<file path="config.mk">
export PLATFORM = sky130hd
export DESIGN_NAME = nibble_serial_add_ctrl_flat
export DESIGN_NICKNAME = d
export VERILOG_FILES = /design/src/rtl/nibble_serial_add_ctrl_pkg.sv /design/src/rtl/nibble_serial_add_ctrl_if.sv /design/src/rtl/nibble_serial_add_ctrl_nibble_add4.sv /design/src/rtl/nibble_serial_add_ctrl.sv /design/src/flat_wrapper.sv
export SDC_FILE = /design/constraint.sdc
export NUM_CORES = 1
export LEC_CHECK = 0
export ABC_AREA = 1
export BUFFER_PORTS_ARGS = -buffer_cell sky130_fd_sc_hd__clkbuf_2
export CORE_MARGIN = 5
export CORE_UTILIZATION = 48
export DETAILED_ROUTE_END_ITERATION = 10
export HOLD_SLACK_MARGIN = 0.06
export PLACE_DENSITY = 0.75
export REMOVE_ABC_BUFFERS = 1
export SYNTH_ARGS = -nofsm -noshare
export SYNTH_HDL_FRONTEND = slang
export SYNTH_SLANG_ARGS = --single-unit
</file>
<file path="constraint.sdc">
create_clock -name clk -period 1.5 [get_ports clk]
set_input_delay 0.225 -clock clk [delete_from_list [all_inputs] [get_ports clk]]
set_output_delay 0.225 -clock clk [all_outputs]
set_load 0.01 [all_outputs]
</file>
<file path="src/rtl/nibble_serial_add_ctrl_pkg.sv">
// rtl/nibble_serial_add_ctrl_pkg.sv - shared types and constants for the nibble-serial adder
package nibble_serial_add_ctrl_pkg;

  // Width of the shared adder slice.
  localparam int NIBBLE_W = 4;

  // Controller states.
  typedef enum logic [1:0] {
    IDLE = 2'd0,
    RUN  = 2'd1,
    DONE = 2'd2
  } state_t;

endpackage

</file>
<file path="src/rtl/nibble_serial_add_ctrl_if.sv">
// rtl/nibble_serial_add_ctrl_if.sv - operand/result handshake bundle for the nibble-serial adder
//
// Signals:
//   in_valid/in_ready  operand handshake; a, b, cin qualify it.
//   out_valid/out_ready result handshake; sum, cout qualify it.
//   busy               controller is in RUN or DONE.
// The master modport is the producer/consumer side. The slave modport is the controller.
interface nibble_serial_add_ctrl_if #(
  parameter int WIDTH = 16
);
  import nibble_serial_add_ctrl_pkg::*;

  logic             in_valid;
  logic             in_ready;
  logic [WIDTH-1:0] a;
  logic [WIDTH-1:0] b;
  logic             cin;
  logic             out_valid;
  logic             out_ready;
  logic [WIDTH-1:0] sum;
  logic             cout;
  logic             busy;

  modport master (
    output in_valid, a, b, cin, out_ready,
    input  in_ready, out_valid, sum, cout, busy
  );

  modport slave (
    input  in_valid, a, b, cin, out_ready,
    output in_ready, out_valid, sum, cout, busy
  );

endinterface

</file>
<file path="src/rtl/nibble_serial_add_ctrl_nibble_add4.sv">
// rtl/nibble_serial_add_ctrl_nibble_add4.sv - combinational 4-bit adder slice with carry in/out
//
// Ports:
//   a, b  (in, 4)  addend nibbles
//   ci    (in, 1)  carry in
//   s     (out, 4) sum nibble
//   co    (out, 1) carry out
module nibble_add4
  import nibble_serial_add_ctrl_pkg::*;
(
  input  logic [NIBBLE_W-1:0] a,
  input  logic [NIBBLE_W-1:0] b,
  input  logic                ci,
  output logic [NIBBLE_W-1:0] s,
  output logic                co
);

  assign {co, s} = {1'b0, a} + {1'b0, b} + {{NIBBLE_W{1'b0}}, ci};

endmodule

</file>
<file path="src/rtl/nibble_serial_add_ctrl.sv">
// rtl/nibble_serial_add_ctrl.sv - WIDTH-bit adder that time-shares one 4-bit slice, LSB nibble first
//
// Ports:
//   clk  (in)  system clock, rising edge.
//   rst  (in)  synchronous, active-high reset.
//   bus  (slave modport of nibble_serial_add_ctrl_if)
//        in_valid/in_ready, a, b, cin   operand handshake
//        out_valid/out_ready, sum, cout result handshake, registered result
//        busy                           high in RUN and DONE
// The controller takes NIB = WIDTH/4 cycles in RUN and one or more cycles in DONE.
module nibble_serial_add_ctrl
  import nibble_serial_add_ctrl_pkg::*;
#(
  parameter int WIDTH = 16
) (
  input  logic                    clk,
  input  logic                    rst,
  nibble_serial_add_ctrl_if.slave bus
);

  localparam int NIB   = WIDTH / NIBBLE_W;
  localparam int IDX_W = (NIB > 1) ? $clog2(NIB) : 1;

  state_t               state_q, state_d;
  logic [WIDTH-1:0]     a_q, b_q, result_q;
  logic                 carry_q, cout_q;
  logic [IDX_W-1:0]     idx_q;
  logic [NIBBLE_W-1:0]  slice_s;
  logic                 slice_co;
  logic                 last_nib;
  logic                 in_ready_c, out_valid_c, busy_c;
  // Result register with the new nibble concatenated on top. Taking the upper WIDTH
  // bits gives the right shift, and this also works when WIDTH equals one nibble.
  logic [WIDTH+NIBBLE_W-1:0] shifted;

  nibble_add4 u_slice (
    .a  (a_q[NIBBLE_W-1:0]),
    .b  (b_q[NIBBLE_W-1:0]),
    .ci (carry_q),
    .s  (slice_s),
    .co (slice_co)
  );

  assign last_nib = (idx_q == IDX_W'(NIB - 1));
  assign shifted  = {slice_s, result_q};

  always_ff @(posedge clk) begin
    if (rst) state_q <= IDLE;
    else     state_q <= state_d;
  end

  always_comb begin
    state_d     = state_q;
    in_ready_c  = 1'b0;
    out_valid_c = 1'b0;
    busy_c      = 1'b0;
    case (state_q)
      IDLE: begin
        in_ready_c = 1'b1;
        if (bus.in_valid) state_d = RUN;
      end
      RUN: begin
        busy_c = 1'b1;
        if (last_nib) state_d = DONE;
      end
      DONE: begin
        busy_c      = 1'b1;
        out_valid_c = 1'b1;
        if (bus.out_ready) state_d = IDLE;
      end
      default: state_d = IDLE;
    endcase
  end

  always_ff @(posedge clk) begin
    if (rst) begin
      a_q      <= '0;
      b_q      <= '0;
      result_q <= '0;
      carry_q  <= 1'b0;
      cout_q   <= 1'b0;
      idx_q    <= '0;
    end else begin
      case (state_q)
        IDLE: begin
          if (bus.in_valid) begin
            a_q     <= bus.a;
            b_q     <= bus.b;
            carry_q <= bus.cin;
            idx_q   <= '0;
          end
        end
        RUN: begin
          a_q      <= a_q >> NIBBLE_W;
          b_q      <= b_q >> NIBBLE_W;
          carry_q  <= slice_co;
          result_q <= shifted[WIDTH+NIBBLE_W-1:NIBBLE_W];
          idx_q    <= idx_q + IDX_W'(1);
          if (last_nib) cout_q <= slice_co;
        end
        default: ;
      endcase
    end
  end

  assign bus.in_ready  = in_ready_c;
  assign bus.out_valid = out_valid_c;
  assign bus.busy      = busy_c;
  assign bus.sum       = result_q;
  assign bus.cout      = cout_q;

endmodule

</file>
<file path="src/flat_wrapper.sv">
// flat-port wrapper written by rule: the top's interface ports become plain ports
module nibble_serial_add_ctrl_flat import nibble_serial_add_ctrl_pkg::*;
#(
  parameter int WIDTH = 16
)
  (clk, rst, bus_in_valid, bus_a, bus_b, bus_cin, bus_out_ready, bus_in_ready, bus_out_valid, bus_sum, bus_cout, bus_busy);
  nibble_serial_add_ctrl_if #(.WIDTH(WIDTH)) bus_i ();
  input  logic clk;
  input  logic rst;
  input wire logic [$bits(bus_i.in_valid)-1:0] bus_in_valid;
  input wire logic [$bits(bus_i.a)-1:0] bus_a;
  input wire logic [$bits(bus_i.b)-1:0] bus_b;
  input wire logic [$bits(bus_i.cin)-1:0] bus_cin;
  input wire logic [$bits(bus_i.out_ready)-1:0] bus_out_ready;
  output wire logic [$bits(bus_i.in_ready)-1:0] bus_in_ready;
  output wire logic [$bits(bus_i.out_valid)-1:0] bus_out_valid;
  output wire logic [$bits(bus_i.sum)-1:0] bus_sum;
  output wire logic [$bits(bus_i.cout)-1:0] bus_cout;
  output wire logic [$bits(bus_i.busy)-1:0] bus_busy;
  assign bus_i.in_valid = bus_in_valid;
  assign bus_i.a = bus_a;
  assign bus_i.b = bus_b;
  assign bus_i.cin = bus_cin;
  assign bus_i.out_ready = bus_out_ready;
  assign bus_in_ready = bus_i.in_ready;
  assign bus_out_valid = bus_i.out_valid;
  assign bus_sum = bus_i.sum;
  assign bus_cout = bus_i.cout;
  assign bus_busy = bus_i.busy;
  nibble_serial_add_ctrl #(.WIDTH(WIDTH)) u_core (.clk(clk), .rst(rst), .bus(bus_i));
endmodule
</file>
==> results.sh <==
export IMPL_p_int_mw=4.12
export IMPL_track_usage_pct=16.4
export IMPL_port_buffers=56
export IMPL_reg2reg_from="u_core.state_q[0]$_SDFFE_PP0P_"
export IMPL_vdd_drop_max_mv=1.05
export IMPL_routed_wirelength_um=5660
export IMPL_post_route_min_period_ns=1.56
export IMPL_design_area_um2=3150
export IMPL_maxSlewHeadroom_pct=75.7
export IMPL_period_share_pct=104
export IMPL_p_comb_share_pct=55.9
export IMPL_ios=57
export IMPL_fmax_mhz=643
export IMPL_start_util_pct=49.2
export IMPL_worstHoldPathCells=3
export IMPL_cap_violations=0
export IMPL_most_common_layout_cells="nand2_1 (93), nor2_1 (76), clkbuf_2 (55)"
export IMPL_cts_root_buffer="clkbuf_8"
export IMPL_drt_wirelength_per_cell_um=11.8
export IMPL_dr_total_vias=2315
export IMPL_grt_pass1_wl_um=8760
export IMPL_reg2reg_depth=8
export IMPL_fp_dieW_um=82.1
export IMPL_worst_ep_arrival_time_ns=1.75
export IMPL_clk_pin_slew_ns=0.09
export IMPL_setup_violations=13
export IMPL_grt_pass1_vias=2048
export IMPL_core_area_um2=5070
export IMPL_tns_ns=-0.290
export IMPL_clkLatencyLatePin_ns=0.30
export IMPL_avgSynthCellArea_um2=7.11
export IMPL_grt_max_degree=43
export IMPL_place_area_um2=2880
export IMPL_finalHoldViolCount=0
export IMPL_firstDrtPassIters=4
export IMPL_cellPowerDensity_nw_per_um2=2260
export IMPL_slew_violations=0
export IMPL_die_h_um=82.1
export IMPL_synth_cell_types=22
export IMPL_fin_worst_skew_ns=0.00719
export IMPL_syn_area_um2=2490
export IMPL_clockPowerShare_pct=11.6
export IMPL_min_delay_start="bus_a[15]"
export IMPL_nets=455
export IMPL_violations="negative setup slack"
export IMPL_synth_main_ff_cell="dfxtp_1"
export IMPL_cts_sinks=54
export IMPL_gp_congestion=0.822
export IMPL_p_switching_mw=2.99
export IMPL_required_ns=1.69
export IMPL_p_leak_nw=1.52
export IMPL_ant_nets=0
export IMPL_antenna_found_initial=0
export IMPL_syn_inst=351
export IMPL_hpwl_um=3520
export IMPL_outcome="complete, but fails checks"
export IMPL_cts_buffers_inserted=5
export IMPL_areaGrowthSynthToFinish_pct=26.3
export IMPL_synth_seq_cells=54
export IMPL_synth_yosys_seq_area_share_pct=43.3
export IMPL_yosys_warnings=0
export IMPL_htree_levels=2
export IMPL_drt_initial_drc_count=86
export IMPL_ctsHoldBuffers=0
export IMPL_worst_slew_pin_slew_ns=0.364
export IMPL_diodes=0
export IMPL_critical_path_startpoint="u_core.state_q[0]$_SDFFE_PP0P_"
export IMPL_cts_tree="built"
export IMPL_drc_errors=0
export IMPL_routed_via_density=4.82
export IMPL_netSwitchingFraction_pct=42.0
export IMPL_clk_path_buf_depth=2
export IMPL_drive_above_1_share_pct=26.1
export IMPL_row_count=26
export IMPL_critPathLaunchType="flop"
export IMPL_fin_ws_ns=-0.0551
export IMPL_rsz0062_at_grt="yes"
export IMPL_worstSetupPathType="flop to flop"
export IMPL_synth_edf_count=0
export IMPL_cp_end_kind="flop"
export IMPL_overflow=0
export IMPL_p_seq_share_pct=32.6
export IMPL_path_max_fanout=26
export IMPL_die_area_um2=6740
export IMPL_min_path_type="input pin to flop"
export IMPL_async_flop_share_pct=0
export IMPL_final_common_cell="nand2_1"
==> cells in the mapped netlist (5+ instances only) <==
| master | number | share of area [%] |
|---|---|---|
| a21oi_1 | 15 | 3.0 |
| a21oi_2 | 5 | 1.8 |
| buf_2 | 6 | 1.2 |
| buf_6 | 6 | 2.7 |
| clkbuf_1 | 6 | 0.90 |
| dfxtp_1 | 54 | 43 |
| ha_1 | 7 | 3.5 |
| inv_1 | 16 | 2.4 |
| nand2_1 | 93 | 14 |
| nand3_1 | 14 | 2.8 |
| nor2_1 | 76 | 11 |
| o21ai_0 | 36 | 7.2 |
| o21ai_1 | 6 | 1.2 |
==> path summary, 6_finish.rpt <==
path,end,slack (ns)
max,u_core.b_q[1]$_SDFFE_PP0P_,-0.06
min,u_core.a_q[15]$_SDFFE_PP0P_,0.16
max reg2reg,u_core.b_q[1]$_SDFFE_PP0P_,-0.06
min reg2reg,u_core.idx_q[0]$_SDFFE_PP0P_,0.46
==> critical path: stages, from the launching register on <==
cell and delay, ns:
dfxtp_1 0.39, ha_4 0.19, clkinvlp_4 0.15, buf_4 0.18
buf_12 0.15, nand2_1 0.06, nand2_1 0.05, o21ai_0 0.20
a21oi_1 0.06
==> per-stage QoR <==
step / cells / power, mW / setup WS [ns] / hold slack (ns) / utilization (%)
detailed placement: 466 / 5.70 / -0.0920 / 0.452 / 56.7
floorplan: 330 / 4.36 / -1.74 / 0.287 / -
global placement: 466 / 5.62 / -0.00473 / 0.441 / 56.7
finish: 480 / 7.11 / -0.0551 / 0.159 / 62.1
global route: 480 / 7.75 / -0.179 / 0.143 / 62.1
CTS: 474 / 6.56 / -0.0110 / 0.162 / 58.7
==> sequential cells by signal, indices dropped and copies added (netlist names) <==
name and count:
u_core.bus.sum 16, u_core.b_q 16, u_core.a_q 16, u_core.carry_q 1, u_core.bus.cout 1, u_core.state_q 2, u_core.idx_q 2
==> routing by layer <==
layer	GRT usage, %	share of wire [%]	vias to the layer above
met4	3.99	0.44	0
met3	4.01	7.2	4
met5	0	0	-
met2	28.7	47	67
met1	20.1	46	1019
li1	-	-	1225
==> layout make-up <==
cell class	count	area, um^2
fillers	474	1920
multi-input cells	260	1300
flip-flops and latches	54	1080
repair buffers	72	524
well taps	70	87.6
clock buffers	7	86.3
inverters	16	63.8
clock inverters	1	5.00
==> power groups by stage <==
stage	clock [mW]	sequential, mW	combinational [mW]
6_report	0.823	2.31	3.97
5_1_grt	0.923	2.38	4.44
4_1_cts	0.839	2.30	3.43
3_5_place_dp	0	2.31	3.39
3_3_place_gp	0	2.29	3.33
2_1_floorplan	0	2.34	2.02
==> cells by family (layout without fill, tap and decap cells) <==
kind of cell / count (synthesis) / count (layout) / synth area share, %
xor gates and xnor gates: 1 / 1 / 0.351
DFF: 54 / 54 / 43.3
buffers and inverters: 37 / 96 / 7.97
AOI/OAI and AO/OA: 65 / 65 / 14.5
and+or+nand+nor: 185 / 185 / 28.7
adders and majority gates: 9 / 9 / 5.12
==> what timing repair did <==
item / 4_1_cts / 5_1_grt
hold endpoints to repair: 0 / 0
endpoints found under the setup margin: 3 / 38
gates cloned: 0 / 3
gates resized for setup: 5 / 24
pin swaps: 0 / 10
setup buffers: 0 / 3
(Power assumes the default switching activity.)
